===== src/rtl/gate_tester.sv =====
// Exhaustive tester for a two-input combinational gate. It drives every
// {a,b} vector in order, holds each one for SETTLE_CYCLES cycles, and
// compares the gate output against EXP_TT on the last settle edge. It counts
// mismatches and captures the first failing vector.
module gate_tester #(
  parameter int unsigned SETTLE_CYCLES = 2,
  parameter logic [3:0]  EXP_TT        = 4'b0111
) (
  input  logic       clk,
  input  logic       rst_n,
  input  logic       start,
  input  logic       y_in,
  output logic       a_out,
  output logic       b_out,
  output logic       busy,
  output logic       done,
  output logic       pass,
  output logic [2:0] err_cnt,
  output logic       fail_valid,
  output logic [1:0] fail_vec
);

  typedef enum logic [1:0] {StIdle, StDrive, StDone} state_e;

  localparam logic [3:0] LastCnt = 4'(SETTLE_CYCLES - 1);

  state_e     state_q, state_d;
  logic [1:0] vec_q, vec_d;
  logic [3:0] cnt_q, cnt_d;
  logic       a_q, a_d, b_q, b_d;
  logic       busy_q, busy_d, done_q, done_d, pass_q, pass_d;
  logic [2:0] err_q, err_d;
  logic       fv_q, fv_d;
  logic [1:0] fvec_q, fvec_d;

  // Next-state logic: sequence the vectors, sample y_in on the last settle edge.
  always_comb begin
    state_d = state_q;
    vec_d   = vec_q;
    cnt_d   = cnt_q;
    a_d     = a_q;
    b_d     = b_q;
    busy_d  = busy_q;
    done_d  = done_q;
    err_d   = err_q;
    fv_d    = fv_q;
    fvec_d  = fvec_q;
    unique case (state_q)
      StIdle, StDone: begin
        if (start) begin
          state_d = StDrive;
          vec_d   = 2'd0;
          cnt_d   = 4'd0;
          a_d     = 1'b0;
          b_d     = 1'b0;
          busy_d  = 1'b1;
          done_d  = 1'b0;
          err_d   = 3'd0;
          fv_d    = 1'b0;
          fvec_d  = 2'd0;
        end
      end
      StDrive: begin
        if (cnt_q == LastCnt) begin
          if (y_in != EXP_TT[vec_q]) begin
            err_d = err_q + 3'd1;
            // Only the first failing vector is recorded.
            if (!fv_q) begin
              fv_d   = 1'b1;
              fvec_d = vec_q;
            end
          end
          if (vec_q == 2'd3) begin
            state_d = StDone;
            busy_d  = 1'b0;
            done_d  = 1'b1;
          end else begin
            vec_d = vec_q + 2'd1;
            cnt_d = 4'd0;
            a_d   = vec_d[1];
            b_d   = vec_d[0];
          end
        end else begin
          cnt_d = cnt_q + 4'd1;
        end
      end
      default: state_d = StIdle;
    endcase
    pass_d = done_d && (err_d == 3'd0);
  end

  // State and output registers, cleared asynchronously by reset.
  always_ff @(posedge clk or negedge rst_n) begin
    if (!rst_n) begin
      state_q <= StIdle;
      vec_q   <= 2'd0;
      cnt_q   <= 4'd0;
      a_q     <= 1'b0;
      b_q     <= 1'b0;
      busy_q  <= 1'b0;
      done_q  <= 1'b0;
      pass_q  <= 1'b0;
      err_q   <= 3'd0;
      fv_q    <= 1'b0;
      fvec_q  <= 2'd0;
    end else begin
      state_q <= state_d;
      vec_q   <= vec_d;
      cnt_q   <= cnt_d;
      a_q     <= a_d;
      b_q     <= b_d;
      busy_q  <= busy_d;
      done_q  <= done_d;
      pass_q  <= pass_d;
      err_q   <= err_d;
      fv_q    <= fv_d;
      fvec_q  <= fvec_d;
    end
  end

  assign a_out      = a_q;
  assign b_out      = b_q;
  assign busy       = busy_q;
  assign done       = done_q;
  assign pass       = pass_q;
  assign err_cnt    = err_q;
  assign fail_valid = fv_q;
  assign fail_vec   = fvec_q;

endmodule


===== config.mk =====
export PLATFORM = sky130hd
export DESIGN_NAME = gate_tester
export DESIGN_NICKNAME = d
export VERILOG_FILES = /design/src/rtl/gate_tester.sv
export SDC_FILE = /design/constraint.sdc
export NUM_CORES = 1
export LEC_CHECK = 0
export BUFFER_PORTS_ARGS = -buffer_cell sky130_fd_sc_hd__buf_2
export CAP_MARGIN = 20
export CORE_ASPECT_RATIO = 0.6
export CORE_MARGIN = 1.5
export CORE_UTILIZATION = 35
export DETAILED_ROUTE_END_ITERATION = 7
export MAX_ROUTING_LAYER = met4
export SYNTH_ARGS = -nofsm -noshare
export SYNTH_HDL_FRONTEND = slang
export SYNTH_SLANG_ARGS = --single-unit

===== constraint.sdc =====
create_clock -name clk -period 4.78 [get_ports clk]
set_input_delay 0.956 -clock clk [delete_from_list [all_inputs] [get_ports clk]]
set_output_delay 0.956 -clock clk [all_outputs]
set_load 0.02 [all_outputs]

==> flow_metrics.tcl, run 1 <==
set metrics [dict create \
    synthCells 76 \
    r2r-end "fail_vec[1]" \
    hold_end "fail_vec[0]" \
    yosys.area_share.adder_pct 5.917 \
    io_pins 15 \
    synth-xor-area-share_pct 1.036 \
    p_leak_nw 0.4708 \
    syn_nets 84 \
    fmax_mhz 547.3 \
    clockBufferDepth 2 \
    ir_worst_vdd_uv 228.0 \
    grt_max_degree 18 \
    grt_pass1_vias 522 \
    post_drt_wl_per_cell_um 13.33 \
    ctsResizeCount 0 \
    r2r_cells 6 \
    async_reset_ff_share_pct 100.0 \
    r2r-start "cnt_q[1]" \
    cts_made_buffers 3 \
    reg2reg_slack_ps 2970 \
    dr.pass1.iters 2 \
    min_from "fail_vec[0]" \
    antenna_found_initial 0 \
    instances_no_fill 122 \
    power.switching_w 0.0002649 \
    clkLatencyLatePin_ps 250 \
    start_util_pct 37.96 \
    end_kind "primary output" \
    synth_area_um2 845.8 \
    synth_cell_type_count 32 \
    die_x_um 66.47 \
    place_inst 118 \
    arrival_ps 870 \
    drt-total-wl_mm 1.626 \
    num_vias 609 \
    grt_pass1_wl_mm 2.622 \
    seq_area_frac_synth_pct 50.30 \
    slowest_delay_ps 430 \
    area_growth_pct 15.83 \
    p_int_w 0.0003826 \
    synth_top_family_by_area "simple AND/OR/NAND/NOR gates" \
    via_per_inst 4.992 \
    crit_family "flip-flops" \
    finalSetupTns_ps 0 \
    hp-class "reg2reg" \
    core_area_mm2 0.002228 \
    rsz0062_at_grt "no" \
    place_congestion 0.8879 \
    critPathSlowestCell "dfrtp_1" \
    period_share_pct 38.23 \
    cellPowerDensity_mw_per_mm2 660.9 \
    final_antenna_net_count 0 \
    filler_cell_count 213 \
    htree_levels 1 \
    tightest_slew_ps 466.0 \
    antenna_cells 0 \
    synth_compound_area_share_pct 17.01 \
    clkPwrFrac_pct 16.3 \
    synth_edf_count 0 \
    clock-sinks 17 \
    synth.most_common_cell "dfrtp_1" \
    postSynthAreaPerCell_um2 11.13 \
    cts_tree "yes" \
    cts_root_buf "clkbuf_8" \
    grt_usage_pct 14.78 \
    min_path_cells 1 \
    cp_num_buf_inv 1 \
    dieArea_mm2 0.002730 \
    post-route-drc-count 0 \
    finClkSkew_ps 1.704 \
    crit_path_max_fanout 4 \
    postCtsHoldBufs 0 \
    synth.top_cell.area_share_pct 50.30 \
    grt_overflow_total 0 \
    yosysWarnings 0 \
    comb_power_share_pct 44.3 \
    final_max_slew_viol_count 0 \
    fin_nets 101 \
    drv_cap 0 \
    cp-start-kind "register" \
    portBuffers 14 \
    drtIter0Drc 20 \
    yosys.area_share.simple_pct 21.75 \
    crit_required_ps 3820 \
    synthTopCellsByCount "17 x dfrtp_1, 8 x o21ai_0, 7 x nor2_1" \
    synthFlopType "dfrtp_1" \
    period_needed_ps 1827 \
    fin_util_pct 43.96 \
    fp.dieH_um 41.08 \
    rows 13 \
    yosys.area.top_type "dfrtp_1" \
    drive_gt1_share_pct 27.17 \
    timing_worst_setup_path_type "reg2out" \
    p_sw_share_pct 40.91 \
    status "finished, final reports clean" \
    synth-seq-cells 17 \
    post_cts_buffers 0 \
    path_clk_slew_ps 60 \
    yosys-top-cells-area "dfrtp_1 50%, ha_1 5.9%, o21ai_0 4.7%" \
    setup_viol 0 \
    hold_violations 0 \
    hpwl_mm 1.243 \
    synthMuxAreaShare_pct 1.331 \
    pwr-share-seq_pct 39.3 \
    critical_path.cell_chain "buf_2" \
    slew_headroom_pct 68.87 \
]
sequential cells by signal (all words and copies together), names as in the netlist, 2 cells and up:
name,flops
cnt_q,4
err_cnt,3
fail_vec,2
state_q,2
worst register-to-register path: stages, from the launching register on:
cell     delay, ps
dfrtp_1        410
inv_1           90
ha_1           200
nor3b_4        290
and3_1         350
o21ai_0        160
a22o_1         200
stage by stage:
step                      total power [W]  setup WS, ps  area, µm²  hold slack [ps]
final                           0.0006475          2953      979.7            489.6
after global routing            0.0007031          2840      979.7            504.6
after global placement          0.0005405          2788      934.6            475.7
after floorplan                 0.0004689          2937      845.8            511.0
after detailed placement        0.0005461          2753      934.6            482.9
after CTS                       0.0006539          2936      979.7            499.6
cells in the final DEF (no fill, tap or decap), drive strengths merged, types with 2 or more instances in the layout:
cell type  instances
nand3              3
a21o               2
dfrtp             17
nor2               7
nand2              5
a22o               3
a31oi              2
nand2b             4
ha                 4
o21ai              8
clkbuf             4
buf               14
nor3b              2
routing by layer:
layer	wire [µm]	vias up	GRT usage, %
met3	95	0	6.593
li1	-	315	-
met2	571	13	16.50
met4	0	0	3.061
met5	0	-	-
met1	960	281	22.39
power groups by stage:
| stage | registers (W) | clock network, W | logic [W] |
|---|---|---|---|
| final | 0.000255 | 0.000106 | 0.000287 |
| after global routing | 0.000264 | 0.000117 | 0.000322 |
| after CTS | 0.000254 | 0.000110 | 0.000290 |
| after detailed placement | 0.000257 | 0 | 0.000289 |
| after global placement | 0.000255 | 0 | 0.000286 |
| after floorplan | 0.000293 | 0 | 0.000176 |
logic make-up (layout without fill, tap and decap cells):
kind of cell	after synthesis	after routing
AOI/OAI and AO/OA	21	21
xor gates and xnor gates	1	1
adders and majority gates	4	4
buffers and inverters	3	19
DFF	17	17
muxes	1	1
and+or+nand+nor	29	29
worst max-delay path by stage:
stage                from  cells after the start          end  slack [ps]
3_5_place_dp         y_in                      5  fail_vec[1]        2750
6_report       fail_valid                      1   fail_valid        2950
5_1_grt          cnt_q[1]                      6  fail_vec[1]        2840
3_3_place_gp         y_in                      5  fail_vec[0]        2790
4_1_cts        fail_valid                      1   fail_valid        2940
2_1_floorplan        y_in                      5  fail_vec[0]        2940
final cells by class:
type                            instances  area [µm²]  area share, %
Tap cell                               30       37.54          3.831
Sequential cell                        17       425.4          43.42
Timing Repair Buffer                   14       70.07          7.152
Inverter                                1       3.754         0.3831
Multi-Input combinational cell         56       397.9          40.61
Clock buffer                            4       45.04          4.598
Power figures use the tool's default switching activity.
==> run 2, diff against run 1 <==
==> constraint.sdc (replaced) <==
create_clock -name clk -period 1.6 [get_ports clk]
set_input_delay 0.32 -clock clk [delete_from_list [all_inputs] [get_ports clk]]
set_output_delay 0.32 -clock clk [all_outputs]
set_load 0.02 [all_outputs]
==> flow_metrics.tcl, run 2 (synthesis results as in run 1) <==
set metrics [dict create \
    place_congestion 0.9248 \
    crit_required_ps 1790 \
    cp.depth 7 \
    hpwl_mm 1.402 \
    cts_tree "yes" \
    clockBufferDepth 2 \
    r2r-end "pass" \
    period_share_pct 96.73 \
    largest_register "cnt_q" \
    portBuffers 14 \
    instances_no_fill 134 \
    crit_family "flip-flops" \
    drive_gt1_share_pct 43.27 \
    path_clk_slew_ps 70 \
    via_per_inst 5.015 \
    r2r-start "cnt_q[1]" \
    fin_ws_ps 52.28 \
    arrival_ps 1740 \
    io_pins 15 \
    cp-start-kind "register" \
    fp.dieH_um 41.08 \
    post_drt_wl_per_cell_um 13.69 \
    clock-sinks 17 \
    p_leak_nw 0.5275 \
    antenna_cells 0 \
    drt-total-wl_mm 1.835 \
    worstSetupStartpoint "cnt_q[1]" \
    dpl_worst_slack_ps -29.02 \
    die_x_um 66.47 \
    start_util_pct 37.96 \
    critical_path.cell_chain "inv_2 > ha_2 > nor3b_4 > buf_4 > nand3_1 > a22oi_2 > o311a_2" \
    htree_levels 1 \
    grt_usage_pct 16.01 \
    grt_pass1_vias 578 \
    layout_common_cells "15 x dfrtp_1, 14 x buf_2, 11 x buf_4" \
    reg2reg_slack_ps 50 \
    placed_area_mm2 0.001015 \
    tightest_slew_ps 374.3 \
    place_inst 128 \
    critPathCapture "pass" \
    final_max_slew_viol_count 0 \
    timing_worst_setup_path_type "reg2reg" \
    cp_num_buf_inv 2 \
    cellPowerDensity_mw_per_mm2 1962 \
    dieArea_mm2 0.002730 \
    period_needed_ps 1548 \
    fin_nets 113 \
    grt_pass1_wl_mm 2.946 \
    drv_cap 0 \
    drtIter0Drc 34 \
    cts_made_buffers 3 \
    largest_reg_flops 4 \
    cts_root_buf "clkbuf_8" \
    finClkSkew_ps 4.968 \
    status "finished, final reports clean" \
    final_cell_area_mm2 0.001102 \
    final_antenna_net_count 0 \
    post-route-drc-count 0 \
    slew_headroom_pct 75.04 \
    area_growth_pct 30.33 \
    antenna_found_initial 0 \
    rsz0062_at_grt "yes" \
    r2r_cells 7 \
    end_kind "register" \
    core_area_mm2 0.002228 \
    hp-class "in2reg" \
    ir_worst_vdd_uv 780.1 \
    setup_viol 0 \
    num_vias 672 \
    fmax_mhz 646.1 \
    grt_max_degree 18 \
    dr.pass1.iters 4 \
    layout_commonest_cell "dfrtp_1" \
    critPathSlowestCell "dfrtp_1" \
    grt_overflow_total 0 \
    slowest_delay_ps 390 \
    crit_path_max_fanout 4 \
    clkLatencyLatePin_ps 250 \
    hold_violations 0 \
    rows 13 \
]
## run 2: what timing repair did
action | in CTS | in global routing
resized for setup | 3 | 6
endpoints found under the hold margin | 17 | 0
endpoints found under the setup margin | 5 | 8
hold buffers | 1 | 0
buffers inserted | 0 | 1
## run 2: power breakdown
part	switching (W)	leakage (nW)	internal, W	total, W
clock	0.000142	0.0228	0.000177	0.000319
sequential	0.000136	0.212	0.000597	0.000733
combinational	0.000582	0.292	0.000529	0.00111
## run 2: final cells by class
cell class / instances / area (µm²)
well taps: 30 / 37.54
clock buffers: 4 / 45.04
multi-input cells: 56 / 425.4
repair buffers: 26 / 162.7
flip-flops and latches: 17 / 427.9
fillers: 209 / 1126
inverters: 1 / 3.754
## run 2: metal layers
metal	wire, µm	vias up	global-route usage, %	share of wire (%)
met1	1017	311	23.09	55
li1	-	338	-	-
met3	113	2	6.319	6.2
met5	0	-	-	0
met2	698	21	20.50	38
met4	6	0	3.061	0.33
## run 2: how the worst min path moves through the flow
stage	from	endpoint	slack [ps]	cells past startpoint
2_1_floorplan	rst_n	b_out	20	0
3_3_place_gp	rst_n	cnt_q[0]	260	1
3_5_place_dp	rst_n	cnt_q[0]	270	1
4_1_cts	start	state_q[1]	300	2
5_1_grt	start	state_q[1]	320	2
6_report	start	state_q[1]	300	2
## run 2: worst register-to-register path, stage by stage (launching register included)
cell and delay [ps]:
dfrtp_1 390, inv_2 60, ha_2 170, nor3b_4 200, buf_4 170, nand3_1 120
a22oi_2 180, o311a_2 200
## run 2: metrics by stage
step | TNS, ps | power [W] | hold WS [ps] | utilization, %
4_1_cts | 0 | 0.002121 | 300.2 | 48.18
3_3_place_gp | 0 | 0.001752 | 264.8 | 45.54
5_1_grt | -116.3 | 0.002320 | 319.7 | 49.47
2_1_floorplan | 0 | 0.001408 | 24.41 | -
6_report | 0 | 0.002163 | 303.9 | 49.47
3_5_place_dp | -29.23 | 0.001773 | 268.7 | 45.54
==> run 3, diff against run 2 <==
--- a/config.mk
+++ b/config.mk
@@ -8,7 +8,6 @@
 export BUFFER_PORTS_ARGS = -buffer_cell sky130_fd_sc_hd__buf_2
 export CAP_MARGIN = 20
 export CORE_ASPECT_RATIO = 0.6
-export CORE_MARGIN = 1.5
 export CORE_UTILIZATION = 35
 export DETAILED_ROUTE_END_ITERATION = 7
 export MAX_ROUTING_LAYER = met4
==> flow_metrics.tcl, run 3 (synthesis results as in run 1) <==
set metrics [dict create \
    fp.dieH_um 40.08 \
    cts_root_buf "clkbuf_8" \
    hold_violations 0 \
    grt_pass1_wl_mm 2.932 \
    critical_path.cell_chain "inv_2 > ha_4 > nor3b_4 > and3_4 > nor2_1 > mux2_2" \
    p_leak_nw 0.5376 \
    drt-total-wl_mm 1.982 \
    filler_cell_count 202 \
    r2r-start "cnt_q[1]" \
    grt_usage_pct 16.83 \
    grt_max_degree 18 \
    start_util_pct 37.96 \
    antenna_found_initial 0 \
    post-route-drc-count 0 \
    r2r-end "err_cnt[0]" \
    fin_util_pct 50.76 \
    timing_worst_setup_path_type "reg2reg" \
    largest_register "cnt_q" \
    min_from "start" \
    slew_headroom_pct 74.13 \
    fin_ws_ps 67.62 \
    critPathSlowestCell "dfrtp_1" \
    layout_commonest_cell "dfrtp_1" \
    cts_made_buffers 3 \
    drv_cap 0 \
    drive_gt1_share_pct 45.71 \
    hold_end "state_q[1]" \
    finClkSkew_ps 0.5546 \
    place_congestion 0.9650 \
    crit_required_ps 1740 \
    dieArea_mm2 0.002624 \
    setup_viol 0 \
    grt_overflow_total 0 \
    drtIter0Drc 39 \
    end_kind "register" \
    htree_levels 1 \
    cellPowerDensity_mw_per_mm2 1986 \
    tightest_slew_ps 388.0 \
    largest_reg_flops 4 \
    crit_family "simple AND/OR/NAND/NOR gates" \
    r2r_cells 6 \
    period_needed_ps 1532 \
    fmax_mhz 652.6 \
    cp_num_buf_inv 1 \
    layout_common_cells "15 x dfrtp_1, 14 x buf_2, 11 x buf_4" \
    io_pins 15 \
    clock-sinks 17 \
    total_power_w 0.002247 \
    core_area_mm2 0.002228 \
    cp-start-kind "register" \
    fin_nets 114 \
    hpwl_mm 1.407 \
    rows 13 \
    min_path_cells 2 \
    hp-class "in2reg" \
    die_x_um 65.47 \
    slowest_delay_ps 390 \
    final_antenna_net_count 0 \
    dpl_worst_slack_ps -41.16 \
    post_drt_wl_per_cell_um 14.68 \
    num_vias 719 \
    place_inst 128 \
    dr.pass1.iters 4 \
    portBuffers 14 \
    status "finished, final reports clean" \
    clkLatencyLatePin_ps 250 \
    reg2reg_slack_ps 70 \
    path_clk_slew_ps 60 \
    arrival_ps 1670 \
    area_growth_pct 33.73 \
    ir_worst_vdd_uv 694.9 \
    grt_pass1_vias 583 \
    clockBufferDepth 2 \
    period_share_pct 95.77 \
    instances_no_fill 135 \
    cts_tree "yes" \
    final_max_slew_viol_count 0 \
    crit_path_max_fanout 7 \
    via_per_inst 5.326 \
    antenna_cells 0 \
]
## run 3: changes by cell type in the layout (fill, tap and decap cells not counted)
cell / change
nor2b_1: -1
ha_4: +1
buf_6: +1
nand3_2: +1
nand3_1: -1
ha_2: -1
o21ai_0: -1
nor2b_2: +1
o21ai_1: +1
## run 3: area by class of cell
cell class,instances,area (µm²),share of cell area [%]
timing repair buffer,27,173.9,15.38
sequential,17,427.9,37.83
tap,30,37.54,3.319
inverter,1,3.754,0.3319
clock buffer,4,45.04,3.982
multi-input combinational,56,442.9,39.16
## run 3: worst max path at each step
stage          depth (start not counted)          end  startpoint  slack [ps]
2_1_floorplan                          6  fail_vec[0]    vec_q[1]          20
3_3_place_gp                           5   err_cnt[0]    vec_q[1]          30
3_5_place_dp                           6     vec_q[1]    cnt_q[1]         -40
4_1_cts                                6   err_cnt[0]    cnt_q[1]          30
5_1_grt                                7         pass    cnt_q[1]          -4
6_report                               6   err_cnt[0]    cnt_q[1]          70
## run 3: report_power, final
group / internal (W) / switching (W)
Clock: 0.000177 / 0.000147
Sequential: 0.000597 / 0.000144
Combinational: 0.000565 / 0.000617
Total: 0.00134 / 0.000908
## run 3: metrics by stage
step	setup TNS [ps]	hold slack, ps	area [µm²]
after global routing	-8.207	323.9	1131
after CTS	0	302.8	1079
after global placement	0	264.8	1015
final	0	305.8	1131
after floorplan	0	24.41	850.8
after detailed placement	-61.56	270.7	1015
## run 3: layer usage
layer  track usage (%)  up-vias  part of all wire [%]
met1             24.27      349                    52
met5                 -        -                     0
met3             5.114        2                   7.0
met4             4.891        0                  0.45
li1                  -      341                     -
met2             21.91       27                    40
## run 3: what timing repair did
item                                   in CTS  in global routing
endpoints found under the hold margin      17                  0
pin swaps                                   0                  1
gates resized for setup                     5                  9
buffers inserted                            0                  2
setup endpoints to repair                   5                  5
hold buffers                                1                  0
